===== src/rtl/prep1_param_if.sv =====
// Bus bundle for prep1_param: mux/shift controls in, shift register state out.
// PREP1_PARAM_SERIAL_IN_EN adds the serial input sin.
interface prep1_param_if #(
  parameter int WIDTH  = 8,
  parameter int NUM_IN = 4,
  parameter int SEL_W  = 2
);
  logic                    en;
  logic [SEL_W-1:0]        sel;
  logic [NUM_IN*WIDTH-1:0] d;
  logic [1:0]              mode;
`ifdef PREP1_PARAM_SERIAL_IN_EN
  logic                    sin;
`endif
  logic [WIDTH-1:0]        q;
  logic [$clog2(WIDTH):0]  rot_cnt;
  logic                    wrap;

`ifdef PREP1_PARAM_SERIAL_IN_EN
  modport master (output en, sel, d, mode, sin, input q, rot_cnt, wrap);
  modport slave  (input en, sel, d, mode, sin, output q, rot_cnt, wrap);
`else
  modport master (output en, sel, d, mode, input q, rot_cnt, wrap);
  modport slave  (input en, sel, d, mode, output q, rot_cnt, wrap);
`endif
endinterface


===== src/rtl/prep1_param.sv =====
// Parameterised mux -> pipeline register -> rotate/shift register with rotation counter.
// PREP1_PARAM_SERIAL_IN_EN turns rotates into shifts fed from bus.sin.
module prep1_param #(
  parameter int WIDTH  = 8,
  parameter int NUM_IN = 4,
  parameter int SEL_W  = 2
) (
  input logic           clk,
  input logic           rst_n,
  prep1_param_if.slave  bus
);
  localparam int CNT_W = $clog2(WIDTH) + 1;
  localparam logic [CNT_W-1:0] CNT_MAX = CNT_W'(WIDTH - 1);

  typedef enum logic [1:0] {
    MODE_LOAD = 2'b00,
    MODE_ROTL = 2'b01,
    MODE_ROTR = 2'b10,
    MODE_HOLD = 2'b11
  } mode_t;

  logic [WIDTH-1:0] y;
  logic [WIDTH-1:0] q_reg;
  logic [WIDTH-1:0] q;
  logic [WIDTH-1:0] q_nxt;
  logic [CNT_W-1:0] cnt;
  logic [CNT_W-1:0] cnt_nxt;
  logic             wrap;
  logic             wrap_nxt;
  logic             fill_l;
  logic             fill_r;
  mode_t            mode;

  assign mode = mode_t'(bus.mode);

  // Unmatched select values (sel >= NUM_IN) fall through to zero.
  always_comb begin
    y = '0;
    for (int k = 0; k < NUM_IN; k++) begin
      if (bus.sel == SEL_W'(k)) y = bus.d[k*WIDTH +: WIDTH];
    end
  end

`ifdef PREP1_PARAM_SERIAL_IN_EN
  assign fill_l = bus.sin;
  assign fill_r = bus.sin;
`else
  assign fill_l = q[WIDTH-1];
  assign fill_r = q[0];
`endif

  always_comb begin
    q_nxt    = q;
    cnt_nxt  = cnt;
    wrap_nxt = 1'b0;
    case (mode)
      MODE_LOAD: begin
        q_nxt   = q_reg;
        cnt_nxt = '0;
      end
      MODE_ROTL: begin
        q_nxt = {q[WIDTH-2:0], fill_l};
        if (cnt == CNT_MAX) begin
          cnt_nxt  = '0;
          wrap_nxt = 1'b1;
        end else begin
          cnt_nxt = cnt + 1'b1;
        end
      end
      MODE_ROTR: begin
        q_nxt = {fill_r, q[WIDTH-1:1]};
        if (cnt == '0) begin
          cnt_nxt  = CNT_MAX;
          wrap_nxt = 1'b1;
        end else begin
          cnt_nxt = cnt - 1'b1;
        end
      end
      default: begin
        q_nxt = q;
      end
    endcase
  end

  always_ff @(posedge clk or negedge rst_n) begin
    if (!rst_n) begin
      q_reg <= '0;
      q     <= '0;
      cnt   <= '0;
      wrap  <= 1'b0;
    end else if (bus.en) begin
      q_reg <= y;
      q     <= q_nxt;
      cnt   <= cnt_nxt;
      wrap  <= wrap_nxt;
    end else begin
      wrap  <= 1'b0;
    end
  end

  assign bus.q       = q;
  assign bus.rot_cnt = cnt;
  assign bus.wrap    = wrap;
endmodule


===== src/flat_wrapper.sv =====
// flat-port wrapper written by rule: the top's interface ports become plain ports
module prep1_param_flat 
#(
  parameter int WIDTH  = 8,
  parameter int NUM_IN = 4,
  parameter int SEL_W  = 2
)
  (clk, rst_n, bus_en, bus_sel, bus_d, bus_mode, bus_q, bus_rot_cnt, bus_wrap);
  prep1_param_if #(.WIDTH(WIDTH), .NUM_IN(NUM_IN), .SEL_W(SEL_W)) bus_i ();
  input logic clk;
  input logic rst_n;
  input wire logic [$bits(bus_i.en)-1:0] bus_en;
  input wire logic [$bits(bus_i.sel)-1:0] bus_sel;
  input wire logic [$bits(bus_i.d)-1:0] bus_d;
  input wire logic [$bits(bus_i.mode)-1:0] bus_mode;
  output wire logic [$bits(bus_i.q)-1:0] bus_q;
  output wire logic [$bits(bus_i.rot_cnt)-1:0] bus_rot_cnt;
  output wire logic [$bits(bus_i.wrap)-1:0] bus_wrap;
  assign bus_i.en = bus_en;
  assign bus_i.sel = bus_sel;
  assign bus_i.d = bus_d;
  assign bus_i.mode = bus_mode;
  assign bus_q = bus_i.q;
  assign bus_rot_cnt = bus_i.rot_cnt;
  assign bus_wrap = bus_i.wrap;
  prep1_param #(.WIDTH(WIDTH), .NUM_IN(NUM_IN), .SEL_W(SEL_W)) u_core (.clk(clk), .rst_n(rst_n), .bus(bus_i));
endmodule

===== config.mk =====
export PLATFORM = sky130hd
export DESIGN_NAME = prep1_param_flat
export DESIGN_NICKNAME = d
export VERILOG_FILES = /design/src/rtl/prep1_param_if.sv /design/src/rtl/prep1_param.sv /design/src/flat_wrapper.sv
export SDC_FILE = /design/constraint.sdc
export NUM_CORES = 1
export LEC_CHECK = 0
export ABC_AREA = 1
export BUFFER_PORTS_ARGS = -buffer_cell sky130_fd_sc_hd__buf_2
export CORE_UTILIZATION = 53
export DETAILED_ROUTE_END_ITERATION = 16
export GPL_TIMING_DRIVEN = 0
export PLACE_DENSITY = 0.94
export RECOVER_POWER = 100
export SLEW_MARGIN = 20
export SYNTH_ARGS = -nofsm -noshare
export SYNTH_HDL_FRONTEND = slang
export SYNTH_SLANG_ARGS = --single-unit

===== constraint.sdc =====
create_clock -name clk -period 2.5 [get_ports clk]
set_clock_uncertainty 0.2 [all_clocks]
set_input_delay 0.5 -clock clk [delete_from_list [all_inputs] [get_ports clk]]
set_output_delay 0.5 -clock clk [all_outputs]
set_load 0.01 [all_outputs]

==> results by group, run 1 <==
Worst hold path
  – Worst hold path class: input port to flop
  – Worst Hold Launch: bus_d[21]

Drt
  – Vias per cell: 5.06
  – Routed WL per cell: 10.7 um
  – DRT Pass-1 Iters: 4
  – DRC: 0
  – Via count: 1448
  – Initial DRC count: 28
  – Final wirelength: 3050 um
  – Routed Antenna Nets: 0

Final layout
  – Finished Layout Cells: 286
  – Post-route cell area: 1710 sq um
  – Layout Utilization: 68.4%
  – Multi-input gate area: 743 sq um
  – # diodes: 0
  – Final Net Count: 301
  – Area Growth Syn to Fin: 20.6%
  – Register area: 526 sq um
  – Layout fillers: 215
  – Ratio of cells with drive above 1 in the final layout: 20.7%

Timing
  – Tightest Pin Transition: 1.10 ns
  – Period utilization: 70.5%
  – Final hold violation count: 0
  – Fmax: 567 MHz
  – Final setup viols: 0
  – Fin crit period: 1.76 ns
  – RSZ-0062 raised after global routing: false
  – Slew headroom: 26.8%
  – Pins Over Slew Limit: 0
  – Final setup TNS: 0 ns

Placement
  – Dpl cells: 281
  – Post-detailed-placement half-perimeter wirelength: 2370 um
  – PortBufs: 51
  – Area after DPL: 1710 sq um
  – Routability cong.: 0.841

Die
  – Core Region: 2500 sq um
  – Die width: 53.7 um
  – Die height: 53.7 um
  – Row cnt: 18
  – Initial Utilization: 56.7%
  – I/O pin cnt: 52
  – Die Footprint: 2890 sq um

Synthesis
  – Yosys top cell area share: 37.1%
  – Most used DFF post-synth: dfrtp_1
  – Seq cells post-synth: 21
  – Ys async rst share: 100%
  – Sequential area share after synthesis: 37.1%
  – Avg Cell Area, Syn: 7.09 sq um
  – Yosys warns: 0
  – Dominant cells by area after synthesis: dfrtp_1 37%, nand2_1 20%, a21oi_1 4.6%
  – Synthesized Nets: 244
  – EDFF count, synth: 0
  – Synth cell types: 21
  – Cell Area, Synth: 1420 sq um
  – Cell accounting for the most synthesized area: dfrtp_1
  – Synthesized instance count: 200

Power
  – Total Power: 888 uW
  – PwrDens: 519 nW/um^2
  – Lkg Pwr: 0.895 nW
  – VDD IR max: 429 uV

CTS
  – Hold buffers post-CTS: 1
  – Post_cts resized: 0
  – Clock transition at path regs: 0.12 ns
  – Clk sinks: 21
  – H-tree levels: 1
  – CTS buffer count: 3
  – Clk root buf: clkbuf_4
  – Setup Fix Bufs, Post-CTS: 0
  – Bufs on Longest Clock Path: 2
  – CTS tree: built
  – Worst skew pair latency: 0.32 ns

Setup path
  – Slowest stage cell, crit path: ha_1
  – Worst endpoint required time: 2.52 ns
  – Worst setup EP type: flop
  – Critical path type: input port to flop
  – Peak fanout along the critical path: 10
  – CP Launch Point: bus_mode[0]
  – Startpoint Class: input port
  – Worst path max stage delay: 0.38 ns
  – Arr. time, crit path: 1.78 ns
  – Cell chain of the critical path: clkbuf_1 > inv_1 > ha_1 > clkbuf_1 > inv_1 > nand2_1 > a21oi_1
  – RR Startpoint: u_core.bus.rot_cnt[0]$_DFFE_PN0P_

GRT
  – Initial antenna violation count: 0
  – Vias in the first global route: 1174
  – Largest net degree at the start of global routing: 22
  – Remaining global-route overflow: 0
  – First-pass GRT wire length: 4910 um
  – GRT Total Usage: 23.5%

Outcome
  – Status: finished, final reports clean

Job
  – Max Cap Viol: 0
==> synthesized netlist by cell type, types with 2 or more instances <==
master,n
nor2_1,15
buf_4,4
a21oi_1,13
o22ai_1,9
dfrtp_1,21
ha_1,5
nor2_8,2
nand2_1,75
o21ai_1,4
nor2_4,2
nand3_1,9
o21ai_0,2
inv_1,17
inv_2,6
nand4_1,9
o21ai_2,2
==> area by class of cell <==
type | instances | share of cell area (%)
repair buffers | 52 | 14.3
plain buffers | 5 | 2.20
flip-flops and latches | 21 | 30.7
well taps | 30 | 2.20
clock inverters | 1 | 0.293
inverters | 24 | 5.42
clock buffers | 3 | 1.32
multi-input cells | 150 | 43.5
==> per-layer routing <==
layer | GRT usage, % | wire [um]
met1 | 28.5 | 1330
met3 | 2.82 | 205
met4 | 11.8 | 65
met5 | 0 | 0
met2 | 40.5 | 1450
==> power by group <==
part	internal (mW)	switching, mW
Sequential	0.387	0.0403
Clock	0.0600	0.110
Combinational	0.117	0.173
Total	0.564	0.323
==> placed cells by master (no fill, tap or decap), drive strengths merged, types with 8 or more instances in the layout <==
cell type and count:
nand2 75, buf 39, inv 24, dfrtp 21, clkbuf 20, nor2 20
a21oi 13, nand3 9, o22ai 9, nand4 9, o21ai 8
==> cell families after synthesis <==
group,Yosys count,share of synthesized area [%]
simple gates,114,36.3
compound gates,31,12.8
buf+inv,29,9.44
flops,21,37.1
fa+ha+maj,5,4.41
==> worst max-delay path: cells and delay by family <==
kind | cells | cell delay (ns)
AOI/OAI and AO/OA | 1 | 0.06
adders and majority gates | 1 | 0.38
buffers and inverters | 4 | 0.72
and+or+nand+nor | 1 | 0.11
==> stage by stage <==
stage / hold slack [ns] / worst slack, ns
floorplan: 0.00441 / 0.908
global placement: 0.268 / 0.713
detailed placement: 0.274 / 0.696
CTS: 0.270 / 0.827
global route: 0.274 / 0.491
finish: 0.271 / 0.737
==> final timing paths <==
kind                       depth (start not counted)  slack (ns)                                 to
max                                                7        0.74        u_core.bus.q[2]$_DFFE_PN0P_
min in group asynchronous                          2        0.69  u_core.bus.rot_cnt[2]$_DFFE_PN0P_
max in group asynchronous                          2        0.76        u_core.q_reg[6]$_DFFE_PN0P_
min reg2reg                                        2        0.31        u_core.q_reg[2]$_DFFE_PN0P_
max reg2reg                                        7        0.91  u_core.bus.rot_cnt[2]$_DFFE_PN0P_
min                                                5        0.27        u_core.q_reg[5]$_DFFE_PN0P_
No activity file was read; power rests on OpenSTA's default activity.
==> run 2, diff against run 1 <==
--- a/config.mk
+++ b/config.mk
@@ -7,10 +7,10 @@
 export LEC_CHECK = 0
 export ABC_AREA = 1
 export BUFFER_PORTS_ARGS = -buffer_cell sky130_fd_sc_hd__buf_2
-export CORE_UTILIZATION = 53
+export CORE_UTILIZATION = 49
 export DETAILED_ROUTE_END_ITERATION = 16
 export GPL_TIMING_DRIVEN = 0
-export PLACE_DENSITY = 0.94
+export PLACE_DENSITY = 0.88
 export RECOVER_POWER = 100
 export SLEW_MARGIN = 20
 export SYNTH_ARGS = -nofsm -noshare
==> constraint.sdc (replaced) <==
create_clock -name clk -period 1.75 [get_ports clk]
set_clock_uncertainty 0.2 [all_clocks]
set_input_delay 0.35 -clock clk [delete_from_list [all_inputs] [get_ports clk]]
set_output_delay 0.35 -clock clk [all_outputs]
set_load 0.01 [all_outputs]
==> run 2 against run 1 <==
Against the previous run:
- non-clock buffer count is the same
- first-iteration DRC count is 7.1% lower
- critical path type is now flop to flop
- largest cell class unchanged
- critical path depth stayed put
- power up 43%
- worst hold slack worse by 0.15 ns
- largest power group unchanged
- core utilization is 6.3 points lower
- final area up 0.22%
==> results by group, run 2 (same netlist as run 1, synthesis figures left out) <==
Setup path
  – Worst endpoint required time: 1.78 ns (was 2.52 ns)
  – Peak fanout along the critical path: 6 (was 10)
  – Critical path type: flop to flop (was input port to flop)
  – Worst setup EP type: flop (unchanged)
  – Arr. time, crit path: 1.60 ns (was 1.78 ns)
  – Startpoint Class: flop (was input port)

Placement
  – PortBufs: 51 (unchanged)
  – Post-detailed-placement half-perimeter wirelength: 2340 um (was 2370 um)
  – Routability cong.: 0.799 (was 0.841)

CTS
  – Clk sinks: 21 (unchanged)
  – Setup Fix Bufs, Post-CTS: 0 (unchanged)
  – Post_cts resized: 0 (unchanged)
  – CTS tree: built (unchanged)
  – Bufs on Longest Clock Path: 2 (unchanged)
  – Worst skew pair latency: 0.32 ns (about the same)
  – H-tree levels: 1 (unchanged)
  – Clk root buf: clkbuf_4 (unchanged)
  – CTS buffer count: 3 (unchanged)
  – Clock transition at path regs: 0.12 ns (about the same)

GRT
  – Vias in the first global route: 1222 (was 1174)
  – Largest net degree at the start of global routing: 22 (unchanged)
  – Remaining global-route overflow: 0 (unchanged)
  – Initial antenna violation count: 0 (unchanged)
  – GRT Total Usage: 20.6% (was 23.5%)
  – First-pass GRT wire length: 5120 um (was 4910 um)

Final layout
  – Multi-input gate area: 743 sq um (unchanged)
  – Area Growth Syn to Fin: 20.8% (was 20.6%)
  – Commonest non-fill, non-tap cell in the layout: nand2_1 (unchanged)
  – Most frequent cells in the layout: 75 x nand2_1, 36 x buf_2, 21 x dfrtp_1 (was 75 x nand2_1, 35 x buf_2, 21 x dfrtp_1)
  – Layout Utilization: 62.1% (was 68.4%)
  – Register area: 526 sq um (unchanged)
  – # diodes: 0 (unchanged)
  – Ratio of cells with drive above 1 in the final layout: 21.5% (was 20.7%)
  – Layout fillers: 260 (was 215)
  – Final Net Count: 301 (unchanged)

Die
  – Die width: 55.8 um (was 53.7 um)
  – Row cnt: 19 (was 18)
  – Die height: 55.8 um (was 53.7 um)
  – Initial Utilization: 51.4% (was 56.7%)
  – I/O pin cnt: 52 (unchanged)
  – Core Region: 2760 sq um (was 2500 sq um)
  – Die Footprint: 3110 sq um (was 2890 sq um)

Drt
  – Routed Antenna Nets: 0 (unchanged)
  – DRC: 0 (unchanged)
  – Initial DRC count: 26 (was 28)
  – Routed WL per cell: 10.3 um (was 10.7 um)
  – Final wirelength: 2960 um (was 3050 um)
  – DRT Pass-1 Iters: 4 (unchanged)
  – Via count: 1436 (was 1448)
  – Vias per cell: 5.00 (was 5.06)

Timing
  – Period utilization: 90.1%
  – Final setup viols: 0 (unchanged)
  – RSZ-0062 raised after global routing: false (unchanged)
  – Pins Over Slew Limit: 0 (unchanged)
  – Slew headroom: 66.4% (was 26.8%)
  – Final hold slack: 0.118 ns (was 0.271 ns)
  – Tightest Pin Transition: 0.504 ns (was 1.10 ns)
  – Final hold violation count: 0 (unchanged)
  – Fmax: 634 MHz
  – Final setup TNS: 0 ns (unchanged)
  – Fin crit period: 1.58 ns

Job
  – Max Cap Viol: 0 (unchanged)

Worst hold path
  – Worst hold path class: input port to flop (unchanged)

Outcome
  – Status: finished, final reports clean (unchanged)

Power
  – PwrDens: 740 nW/um^2 (was 519 nW/um^2)
  – VDD IR max: 499 uV (was 429 uV)
  – Lkg Pwr: 0.900 nW (was 0.895 nW)
run 2: layer usage:
metal / vias up / global-route usage, % / routed length (um)
met1: 610 / 28.2 / 1390
met4: 0 / 8.57 / 58
li1: 760 / - / -
met3: 5 / 2.56 / 173
met5: - / 0 / 0
met2: 61 / 33.0 / 1330
run 2: metrics by stage:
stage | std cells | instance area [sq um] | setup slack (ns) | power [mW]
after global placement | 282 | 1710 | 0.121 | 1.04
after detailed placement | 282 | 1710 | 0.0877 | 1.05
after global routing | 287 | 1710 | 0.0745 | 1.37
after CTS | 287 | 1750 | 0.196 | 1.29
final | 287 | 1710 | 0.174 | 1.27
after floorplan | 200 | 1420 | 0.262 | 0.897
run 2: worst paths after layout:
| path | start | slack, ns | cells after the start | to |
|---|---|---|---|---|
| worst min-delay path | bus_d[15] | 0.12 | 5 | u_core.q_reg[7]$_DFFE_PN0P_ |
| max in group asynchronous | rst_n | 0.69 | 2 | u_core.bus.q[2]$_DFFE_PN0P_ |
| min in group asynchronous | rst_n | 0.32 | 2 | u_core.bus.wrap$_DFF_PN0_ |
| worst max register to register | u_core.bus.rot_cnt[0]$_DFFE_PN0P_ | 0.17 | 7 | u_core.bus.rot_cnt[2]$_DFFE_PN0P_ |
| worst min register to register | u_core.q_reg[2]$_DFFE_PN0P_ | 0.29 | 2 | u_core.q_reg[2]$_DFFE_PN0P_ |
| worst max-delay path | u_core.bus.rot_cnt[0]$_DFFE_PN0P_ | 0.17 | 7 | u_core.bus.rot_cnt[2]$_DFFE_PN0P_ |
run 2: layout make-up:
| cell class | instances | share of cell area [%] |
|---|---|---|
| inverter | 24 | 5.41 |
| buffer | 5 | 2.19 |
| tap | 31 | 2.26 |
| clock buffer | 3 | 1.31 |
| timing repair buffer | 52 | 14.5 |
| multi-input combinational | 150 | 43.4 |
| clock inverter | 1 | 0.292 |
| sequential | 21 | 30.7 |
run 2: power breakdown:
group / total (mW) / switching (mW) / internal, mW
registers: 0.608 / 0.0550 / 0.553
clock network: 0.247 / 0.162 / 0.0857
logic: 0.412 / 0.244 / 0.168
run 2: what timing repair did:
action | in CTS | in global routing
endpoints found under the hold margin | 21 | 0
hold buffers | 1 | 0
setup endpoints to repair | 0 | 0
run 2: worst max-delay path, cell delays in order (launching register included):
cell	delay (ns)
dfrtp_1	0.46
inv_1	0.12
ha_1	0.25
or2_1	0.21
nand3_1	0.06
o21ai_0	0.08
nand2_1	0.06
nand2_1	0.04
==> run 3, diff against run 2 <==
--- a/config.mk
+++ b/config.mk
@@ -7,7 +7,10 @@
 export LEC_CHECK = 0
 export ABC_AREA = 1
 export BUFFER_PORTS_ARGS = -buffer_cell sky130_fd_sc_hd__buf_2
-export CORE_UTILIZATION = 49
+export CELL_PAD_IN_SITES_DETAIL_PLACEMENT = 1
+export CELL_PAD_IN_SITES_GLOBAL_PLACEMENT = 2
+export CORE_ASPECT_RATIO = 1.25
+export CORE_UTILIZATION = 26
 export DETAILED_ROUTE_END_ITERATION = 16
 export GPL_TIMING_DRIVEN = 0
 export PLACE_DENSITY = 0.88
==> run 3 against run 2 <==
Against the previous run:
- clock power grew 31%
- routed wire length is 25% higher
- power up 7.0%
- global-route usage decreased by 5.8 points
- critical endpoint unchanged
- final area is 3.4% higher
- non-clock buffer count unchanged
- sequential share of layout area is 1.0 points lower
==> results by group, run 3 (same netlist as run 1, synthesis figures left out) <==
CTS
  – CTS buffer count: 3 (unchanged)
  – CTS tree: built (unchanged)
  – Setup Fix Bufs, Post-CTS: 0 (unchanged)
  – Clk root buf: clkbuf_8 (was clkbuf_4)
  – H-tree levels: 1 (unchanged)
  – Clock transition at path regs: 0.08 ns (was 0.12 ns)
  – Clk sinks: 21 (unchanged)
  – Bufs on Longest Clock Path: 2 (unchanged)
  – Worst skew pair latency: 0.26 ns (was 0.32 ns)

Drt
  – DRC: 0 (unchanged)
  – Routed WL per cell: 11.6 um (was 10.3 um)
  – Initial DRC count: 29 (was 26)
  – Final wirelength: 3690 um (was 2960 um)
  – Vias per cell: 4.44 (was 5.00)
  – Via count: 1413 (was 1436)
  – DRT Pass-1 Iters: 4 (unchanged)
  – Routed Antenna Nets: 0 (unchanged)

Timing
  – Fmax: 628 MHz (was 634 MHz)
  – Final hold violation count: 0 (unchanged)
  – Fin crit period: 1.59 ns (was 1.58 ns)
  – Slew headroom: 63.7% (was 66.4%)
  – Pins Over Slew Limit: 0 (unchanged)
  – Tightest Pin Transition: 0.544 ns (was 0.504 ns)
  – Final setup TNS: 0 ns (unchanged)
  – RSZ-0062 raised after global routing: false (unchanged)
  – Period utilization: 91.0% (was 90.1%)
  – Final setup viols: 0 (unchanged)

Setup path
  – Worst endpoint required time: 1.71 ns (was 1.78 ns)
  – Worst Reg-to-Reg Cells: 7 (unchanged)
  – Critical path type: flop to flop (unchanged)
  – Reg-to-reg endpoint: u_core.bus.rot_cnt[2]$_DFFE_PN0P_ (unchanged)
  – Peak fanout along the critical path: 6 (unchanged)
  – Worst setup EP type: flop (unchanged)
  – Reg2reg setup slack: 0.16 ns (was 0.17 ns)
  – Startpoint Class: flop (unchanged)
  – CP Launch Point: u_core.bus.rot_cnt[0]$_DFFE_PN0P_ (unchanged)
  – RR Startpoint: u_core.bus.rot_cnt[0]$_DFFE_PN0P_ (unchanged)
  – Arr. time, crit path: 1.55 ns (was 1.60 ns)

Final layout
  – Layout fillers: 691 (was 260)
  – Final Net Count: 301 (unchanged)
  – Most frequent cells in the layout: 75 x nand2_1, 35 x buf_2, 21 x dfrtp_1 (was 75 x nand2_1, 36 x buf_2, 21 x dfrtp_1)
  – Register area: 526 sq um (unchanged)
  – Multi-input gate area: 743 sq um (unchanged)
  – Finished Layout Cells: 318 (was 287)
  – Area Growth Syn to Fin: 24.9% (was 20.8%)
  – # diodes: 0 (unchanged)
  – Commonest non-fill, non-tap cell in the layout: nand2_1 (unchanged)
  – Ratio of cells with drive above 1 in the final layout: 21.5% (unchanged)

Power
  – Clk pwr share: 23.9% (was 19.5%)
  – Lkg Pwr: 0.908 nW (was 0.900 nW)
  – Switching power: 476 uW (was 461 uW)
  – Total Power: 1.36 mW (was 1.27 mW)
  – Internal Pwr Total: 880 uW (was 807 uW)
  – Sw Ratio: 35.1% (was 36.4%)
  – PwrDens: 766 nW/um^2 (was 740 nW/um^2)
  – VDD IR max: 246 uV (was 499 uV)
  – Combinational Power Share: 31.2% (was 32.5%)
  – Sequential power share: 44.9% (was 48.0%)

Placement
  – Post-detailed-placement half-perimeter wirelength: 2970 um (was 2340 um)
  – PortBufs: 51 (unchanged)
  – Dpl cells: 313 (was 282)
  – Routability cong.: 0.785 (was 0.799)

Die
  – Initial Utilization: 27.5% (was 51.4%)
  – Die height: 84.6 um (was 55.8 um)
  – Die Footprint: 5750 sq um (was 3110 sq um)
  – I/O pin cnt: 52 (unchanged)
  – Die width: 68.0 um (was 55.8 um)
  – Row cnt: 29 (was 19)
  – Core Region: 5150 sq um (was 2760 sq um)

Worst hold path
  – Worst Hold Launch: bus_d[12] (was bus_d[15])
  – Hold path endpoint: u_core.q_reg[4]$_DFFE_PN0P_ (was u_core.q_reg[7]$_DFFE_PN0P_)
  – WHS Path Cells: 5 (unchanged)
  – Worst hold path class: input port to flop (unchanged)

GRT
  – Initial antenna violation count: 0 (unchanged)
  – Remaining global-route overflow: 0 (unchanged)
  – GRT Total Usage: 14.8% (was 20.6%)
  – Largest net degree at the start of global routing: 22 (unchanged)
  – First-pass GRT wire length: 6710 um (was 5120 um)
  – Vias in the first global route: 1514 (was 1222)

Outcome
  – Status: finished, final reports clean (unchanged)

Job
  – Max Cap Viol: 0 (unchanged)
run 3: area by class of cell:
class | count | share of cell area, %
Tap cell | 62 | 4.38
Sequential cell | 21 | 29.7
Clock inverter | 1 | 0.283
Inverter | 24 | 5.23
Timing Repair Buffer | 52 | 13.9
Multi-Input combinational cell | 150 | 42.0
Clock buffer | 3 | 2.33
Buffer | 5 | 2.19
run 3: metal layers:
metal	wire length, um	share of wire, %	global-route usage [%]
met5	0	0	0
met4	40	1.1	5.30
met3	172	4.7	1.63
met2	1780	48	24.5
met1	1690	46	19.4
run 3: worst max-delay path, cell delays in order, from the launching register on:
cell and delay [ns]:
dfrtp_1 0.46, inv_1 0.12, ha_1 0.25, or2_1 0.21
nand3_1 0.06, o21ai_0 0.08, nand2_1 0.07, nand2_1 0.04
run 3: per-stage QoR:
stage                     hold WS [ns]  utilization (%)  area (sq um)  setup WS, ns
after floorplan                 -0.146                -          1420         0.262
after global placement           0.139             34.0          1750        0.0933
after CTS                        0.184             35.1          1810         0.173
final                            0.189             34.4          1770         0.157
after global routing             0.215             34.4          1770        0.0738
after detailed placement         0.149             34.0          1750        0.0776
run 3: how the worst max path moves through the flow:
stage and to:
2_1_floorplan u_core.bus.rot_cnt[2]$_DFFE_PN0P_, 3_3_place_gp u_core.bus.q[2]$_DFFE_PN0P_, 3_5_place_dp u_core.bus.q[2]$_DFFE_PN0P_, 4_1_cts u_core.bus.rot_cnt[2]$_DFFE_PN0P_, 5_1_grt u_core.bus.rot_cnt[2]$_DFFE_PN0P_, 6_report u_core.bus.rot_cnt[2]$_DFFE_PN0P_
run 3: what timing repair did:
| action | CTS | global route |
|---|---|---|
| endpoints found under the setup margin | 0 | 0 |
| resized for setup | 0 | 0 |
| hold buffers | 1 | 0 |
| endpoints found under the hold margin | 21 | 0 |
run 3: power groups by stage:
stage / combinational, mW / clock, mW / sequential, mW
6_report: 0.423 / 0.324 / 0.609
5_1_grt: 0.491 / 0.365 / 0.623
4_1_cts: 0.454 / 0.342 / 0.609
3_5_place_dp: 0.450 / 0 / 0.619
3_3_place_gp: 0.443 / 0 / 0.618
2_1_floorplan: 0.266 / 0 / 0.631
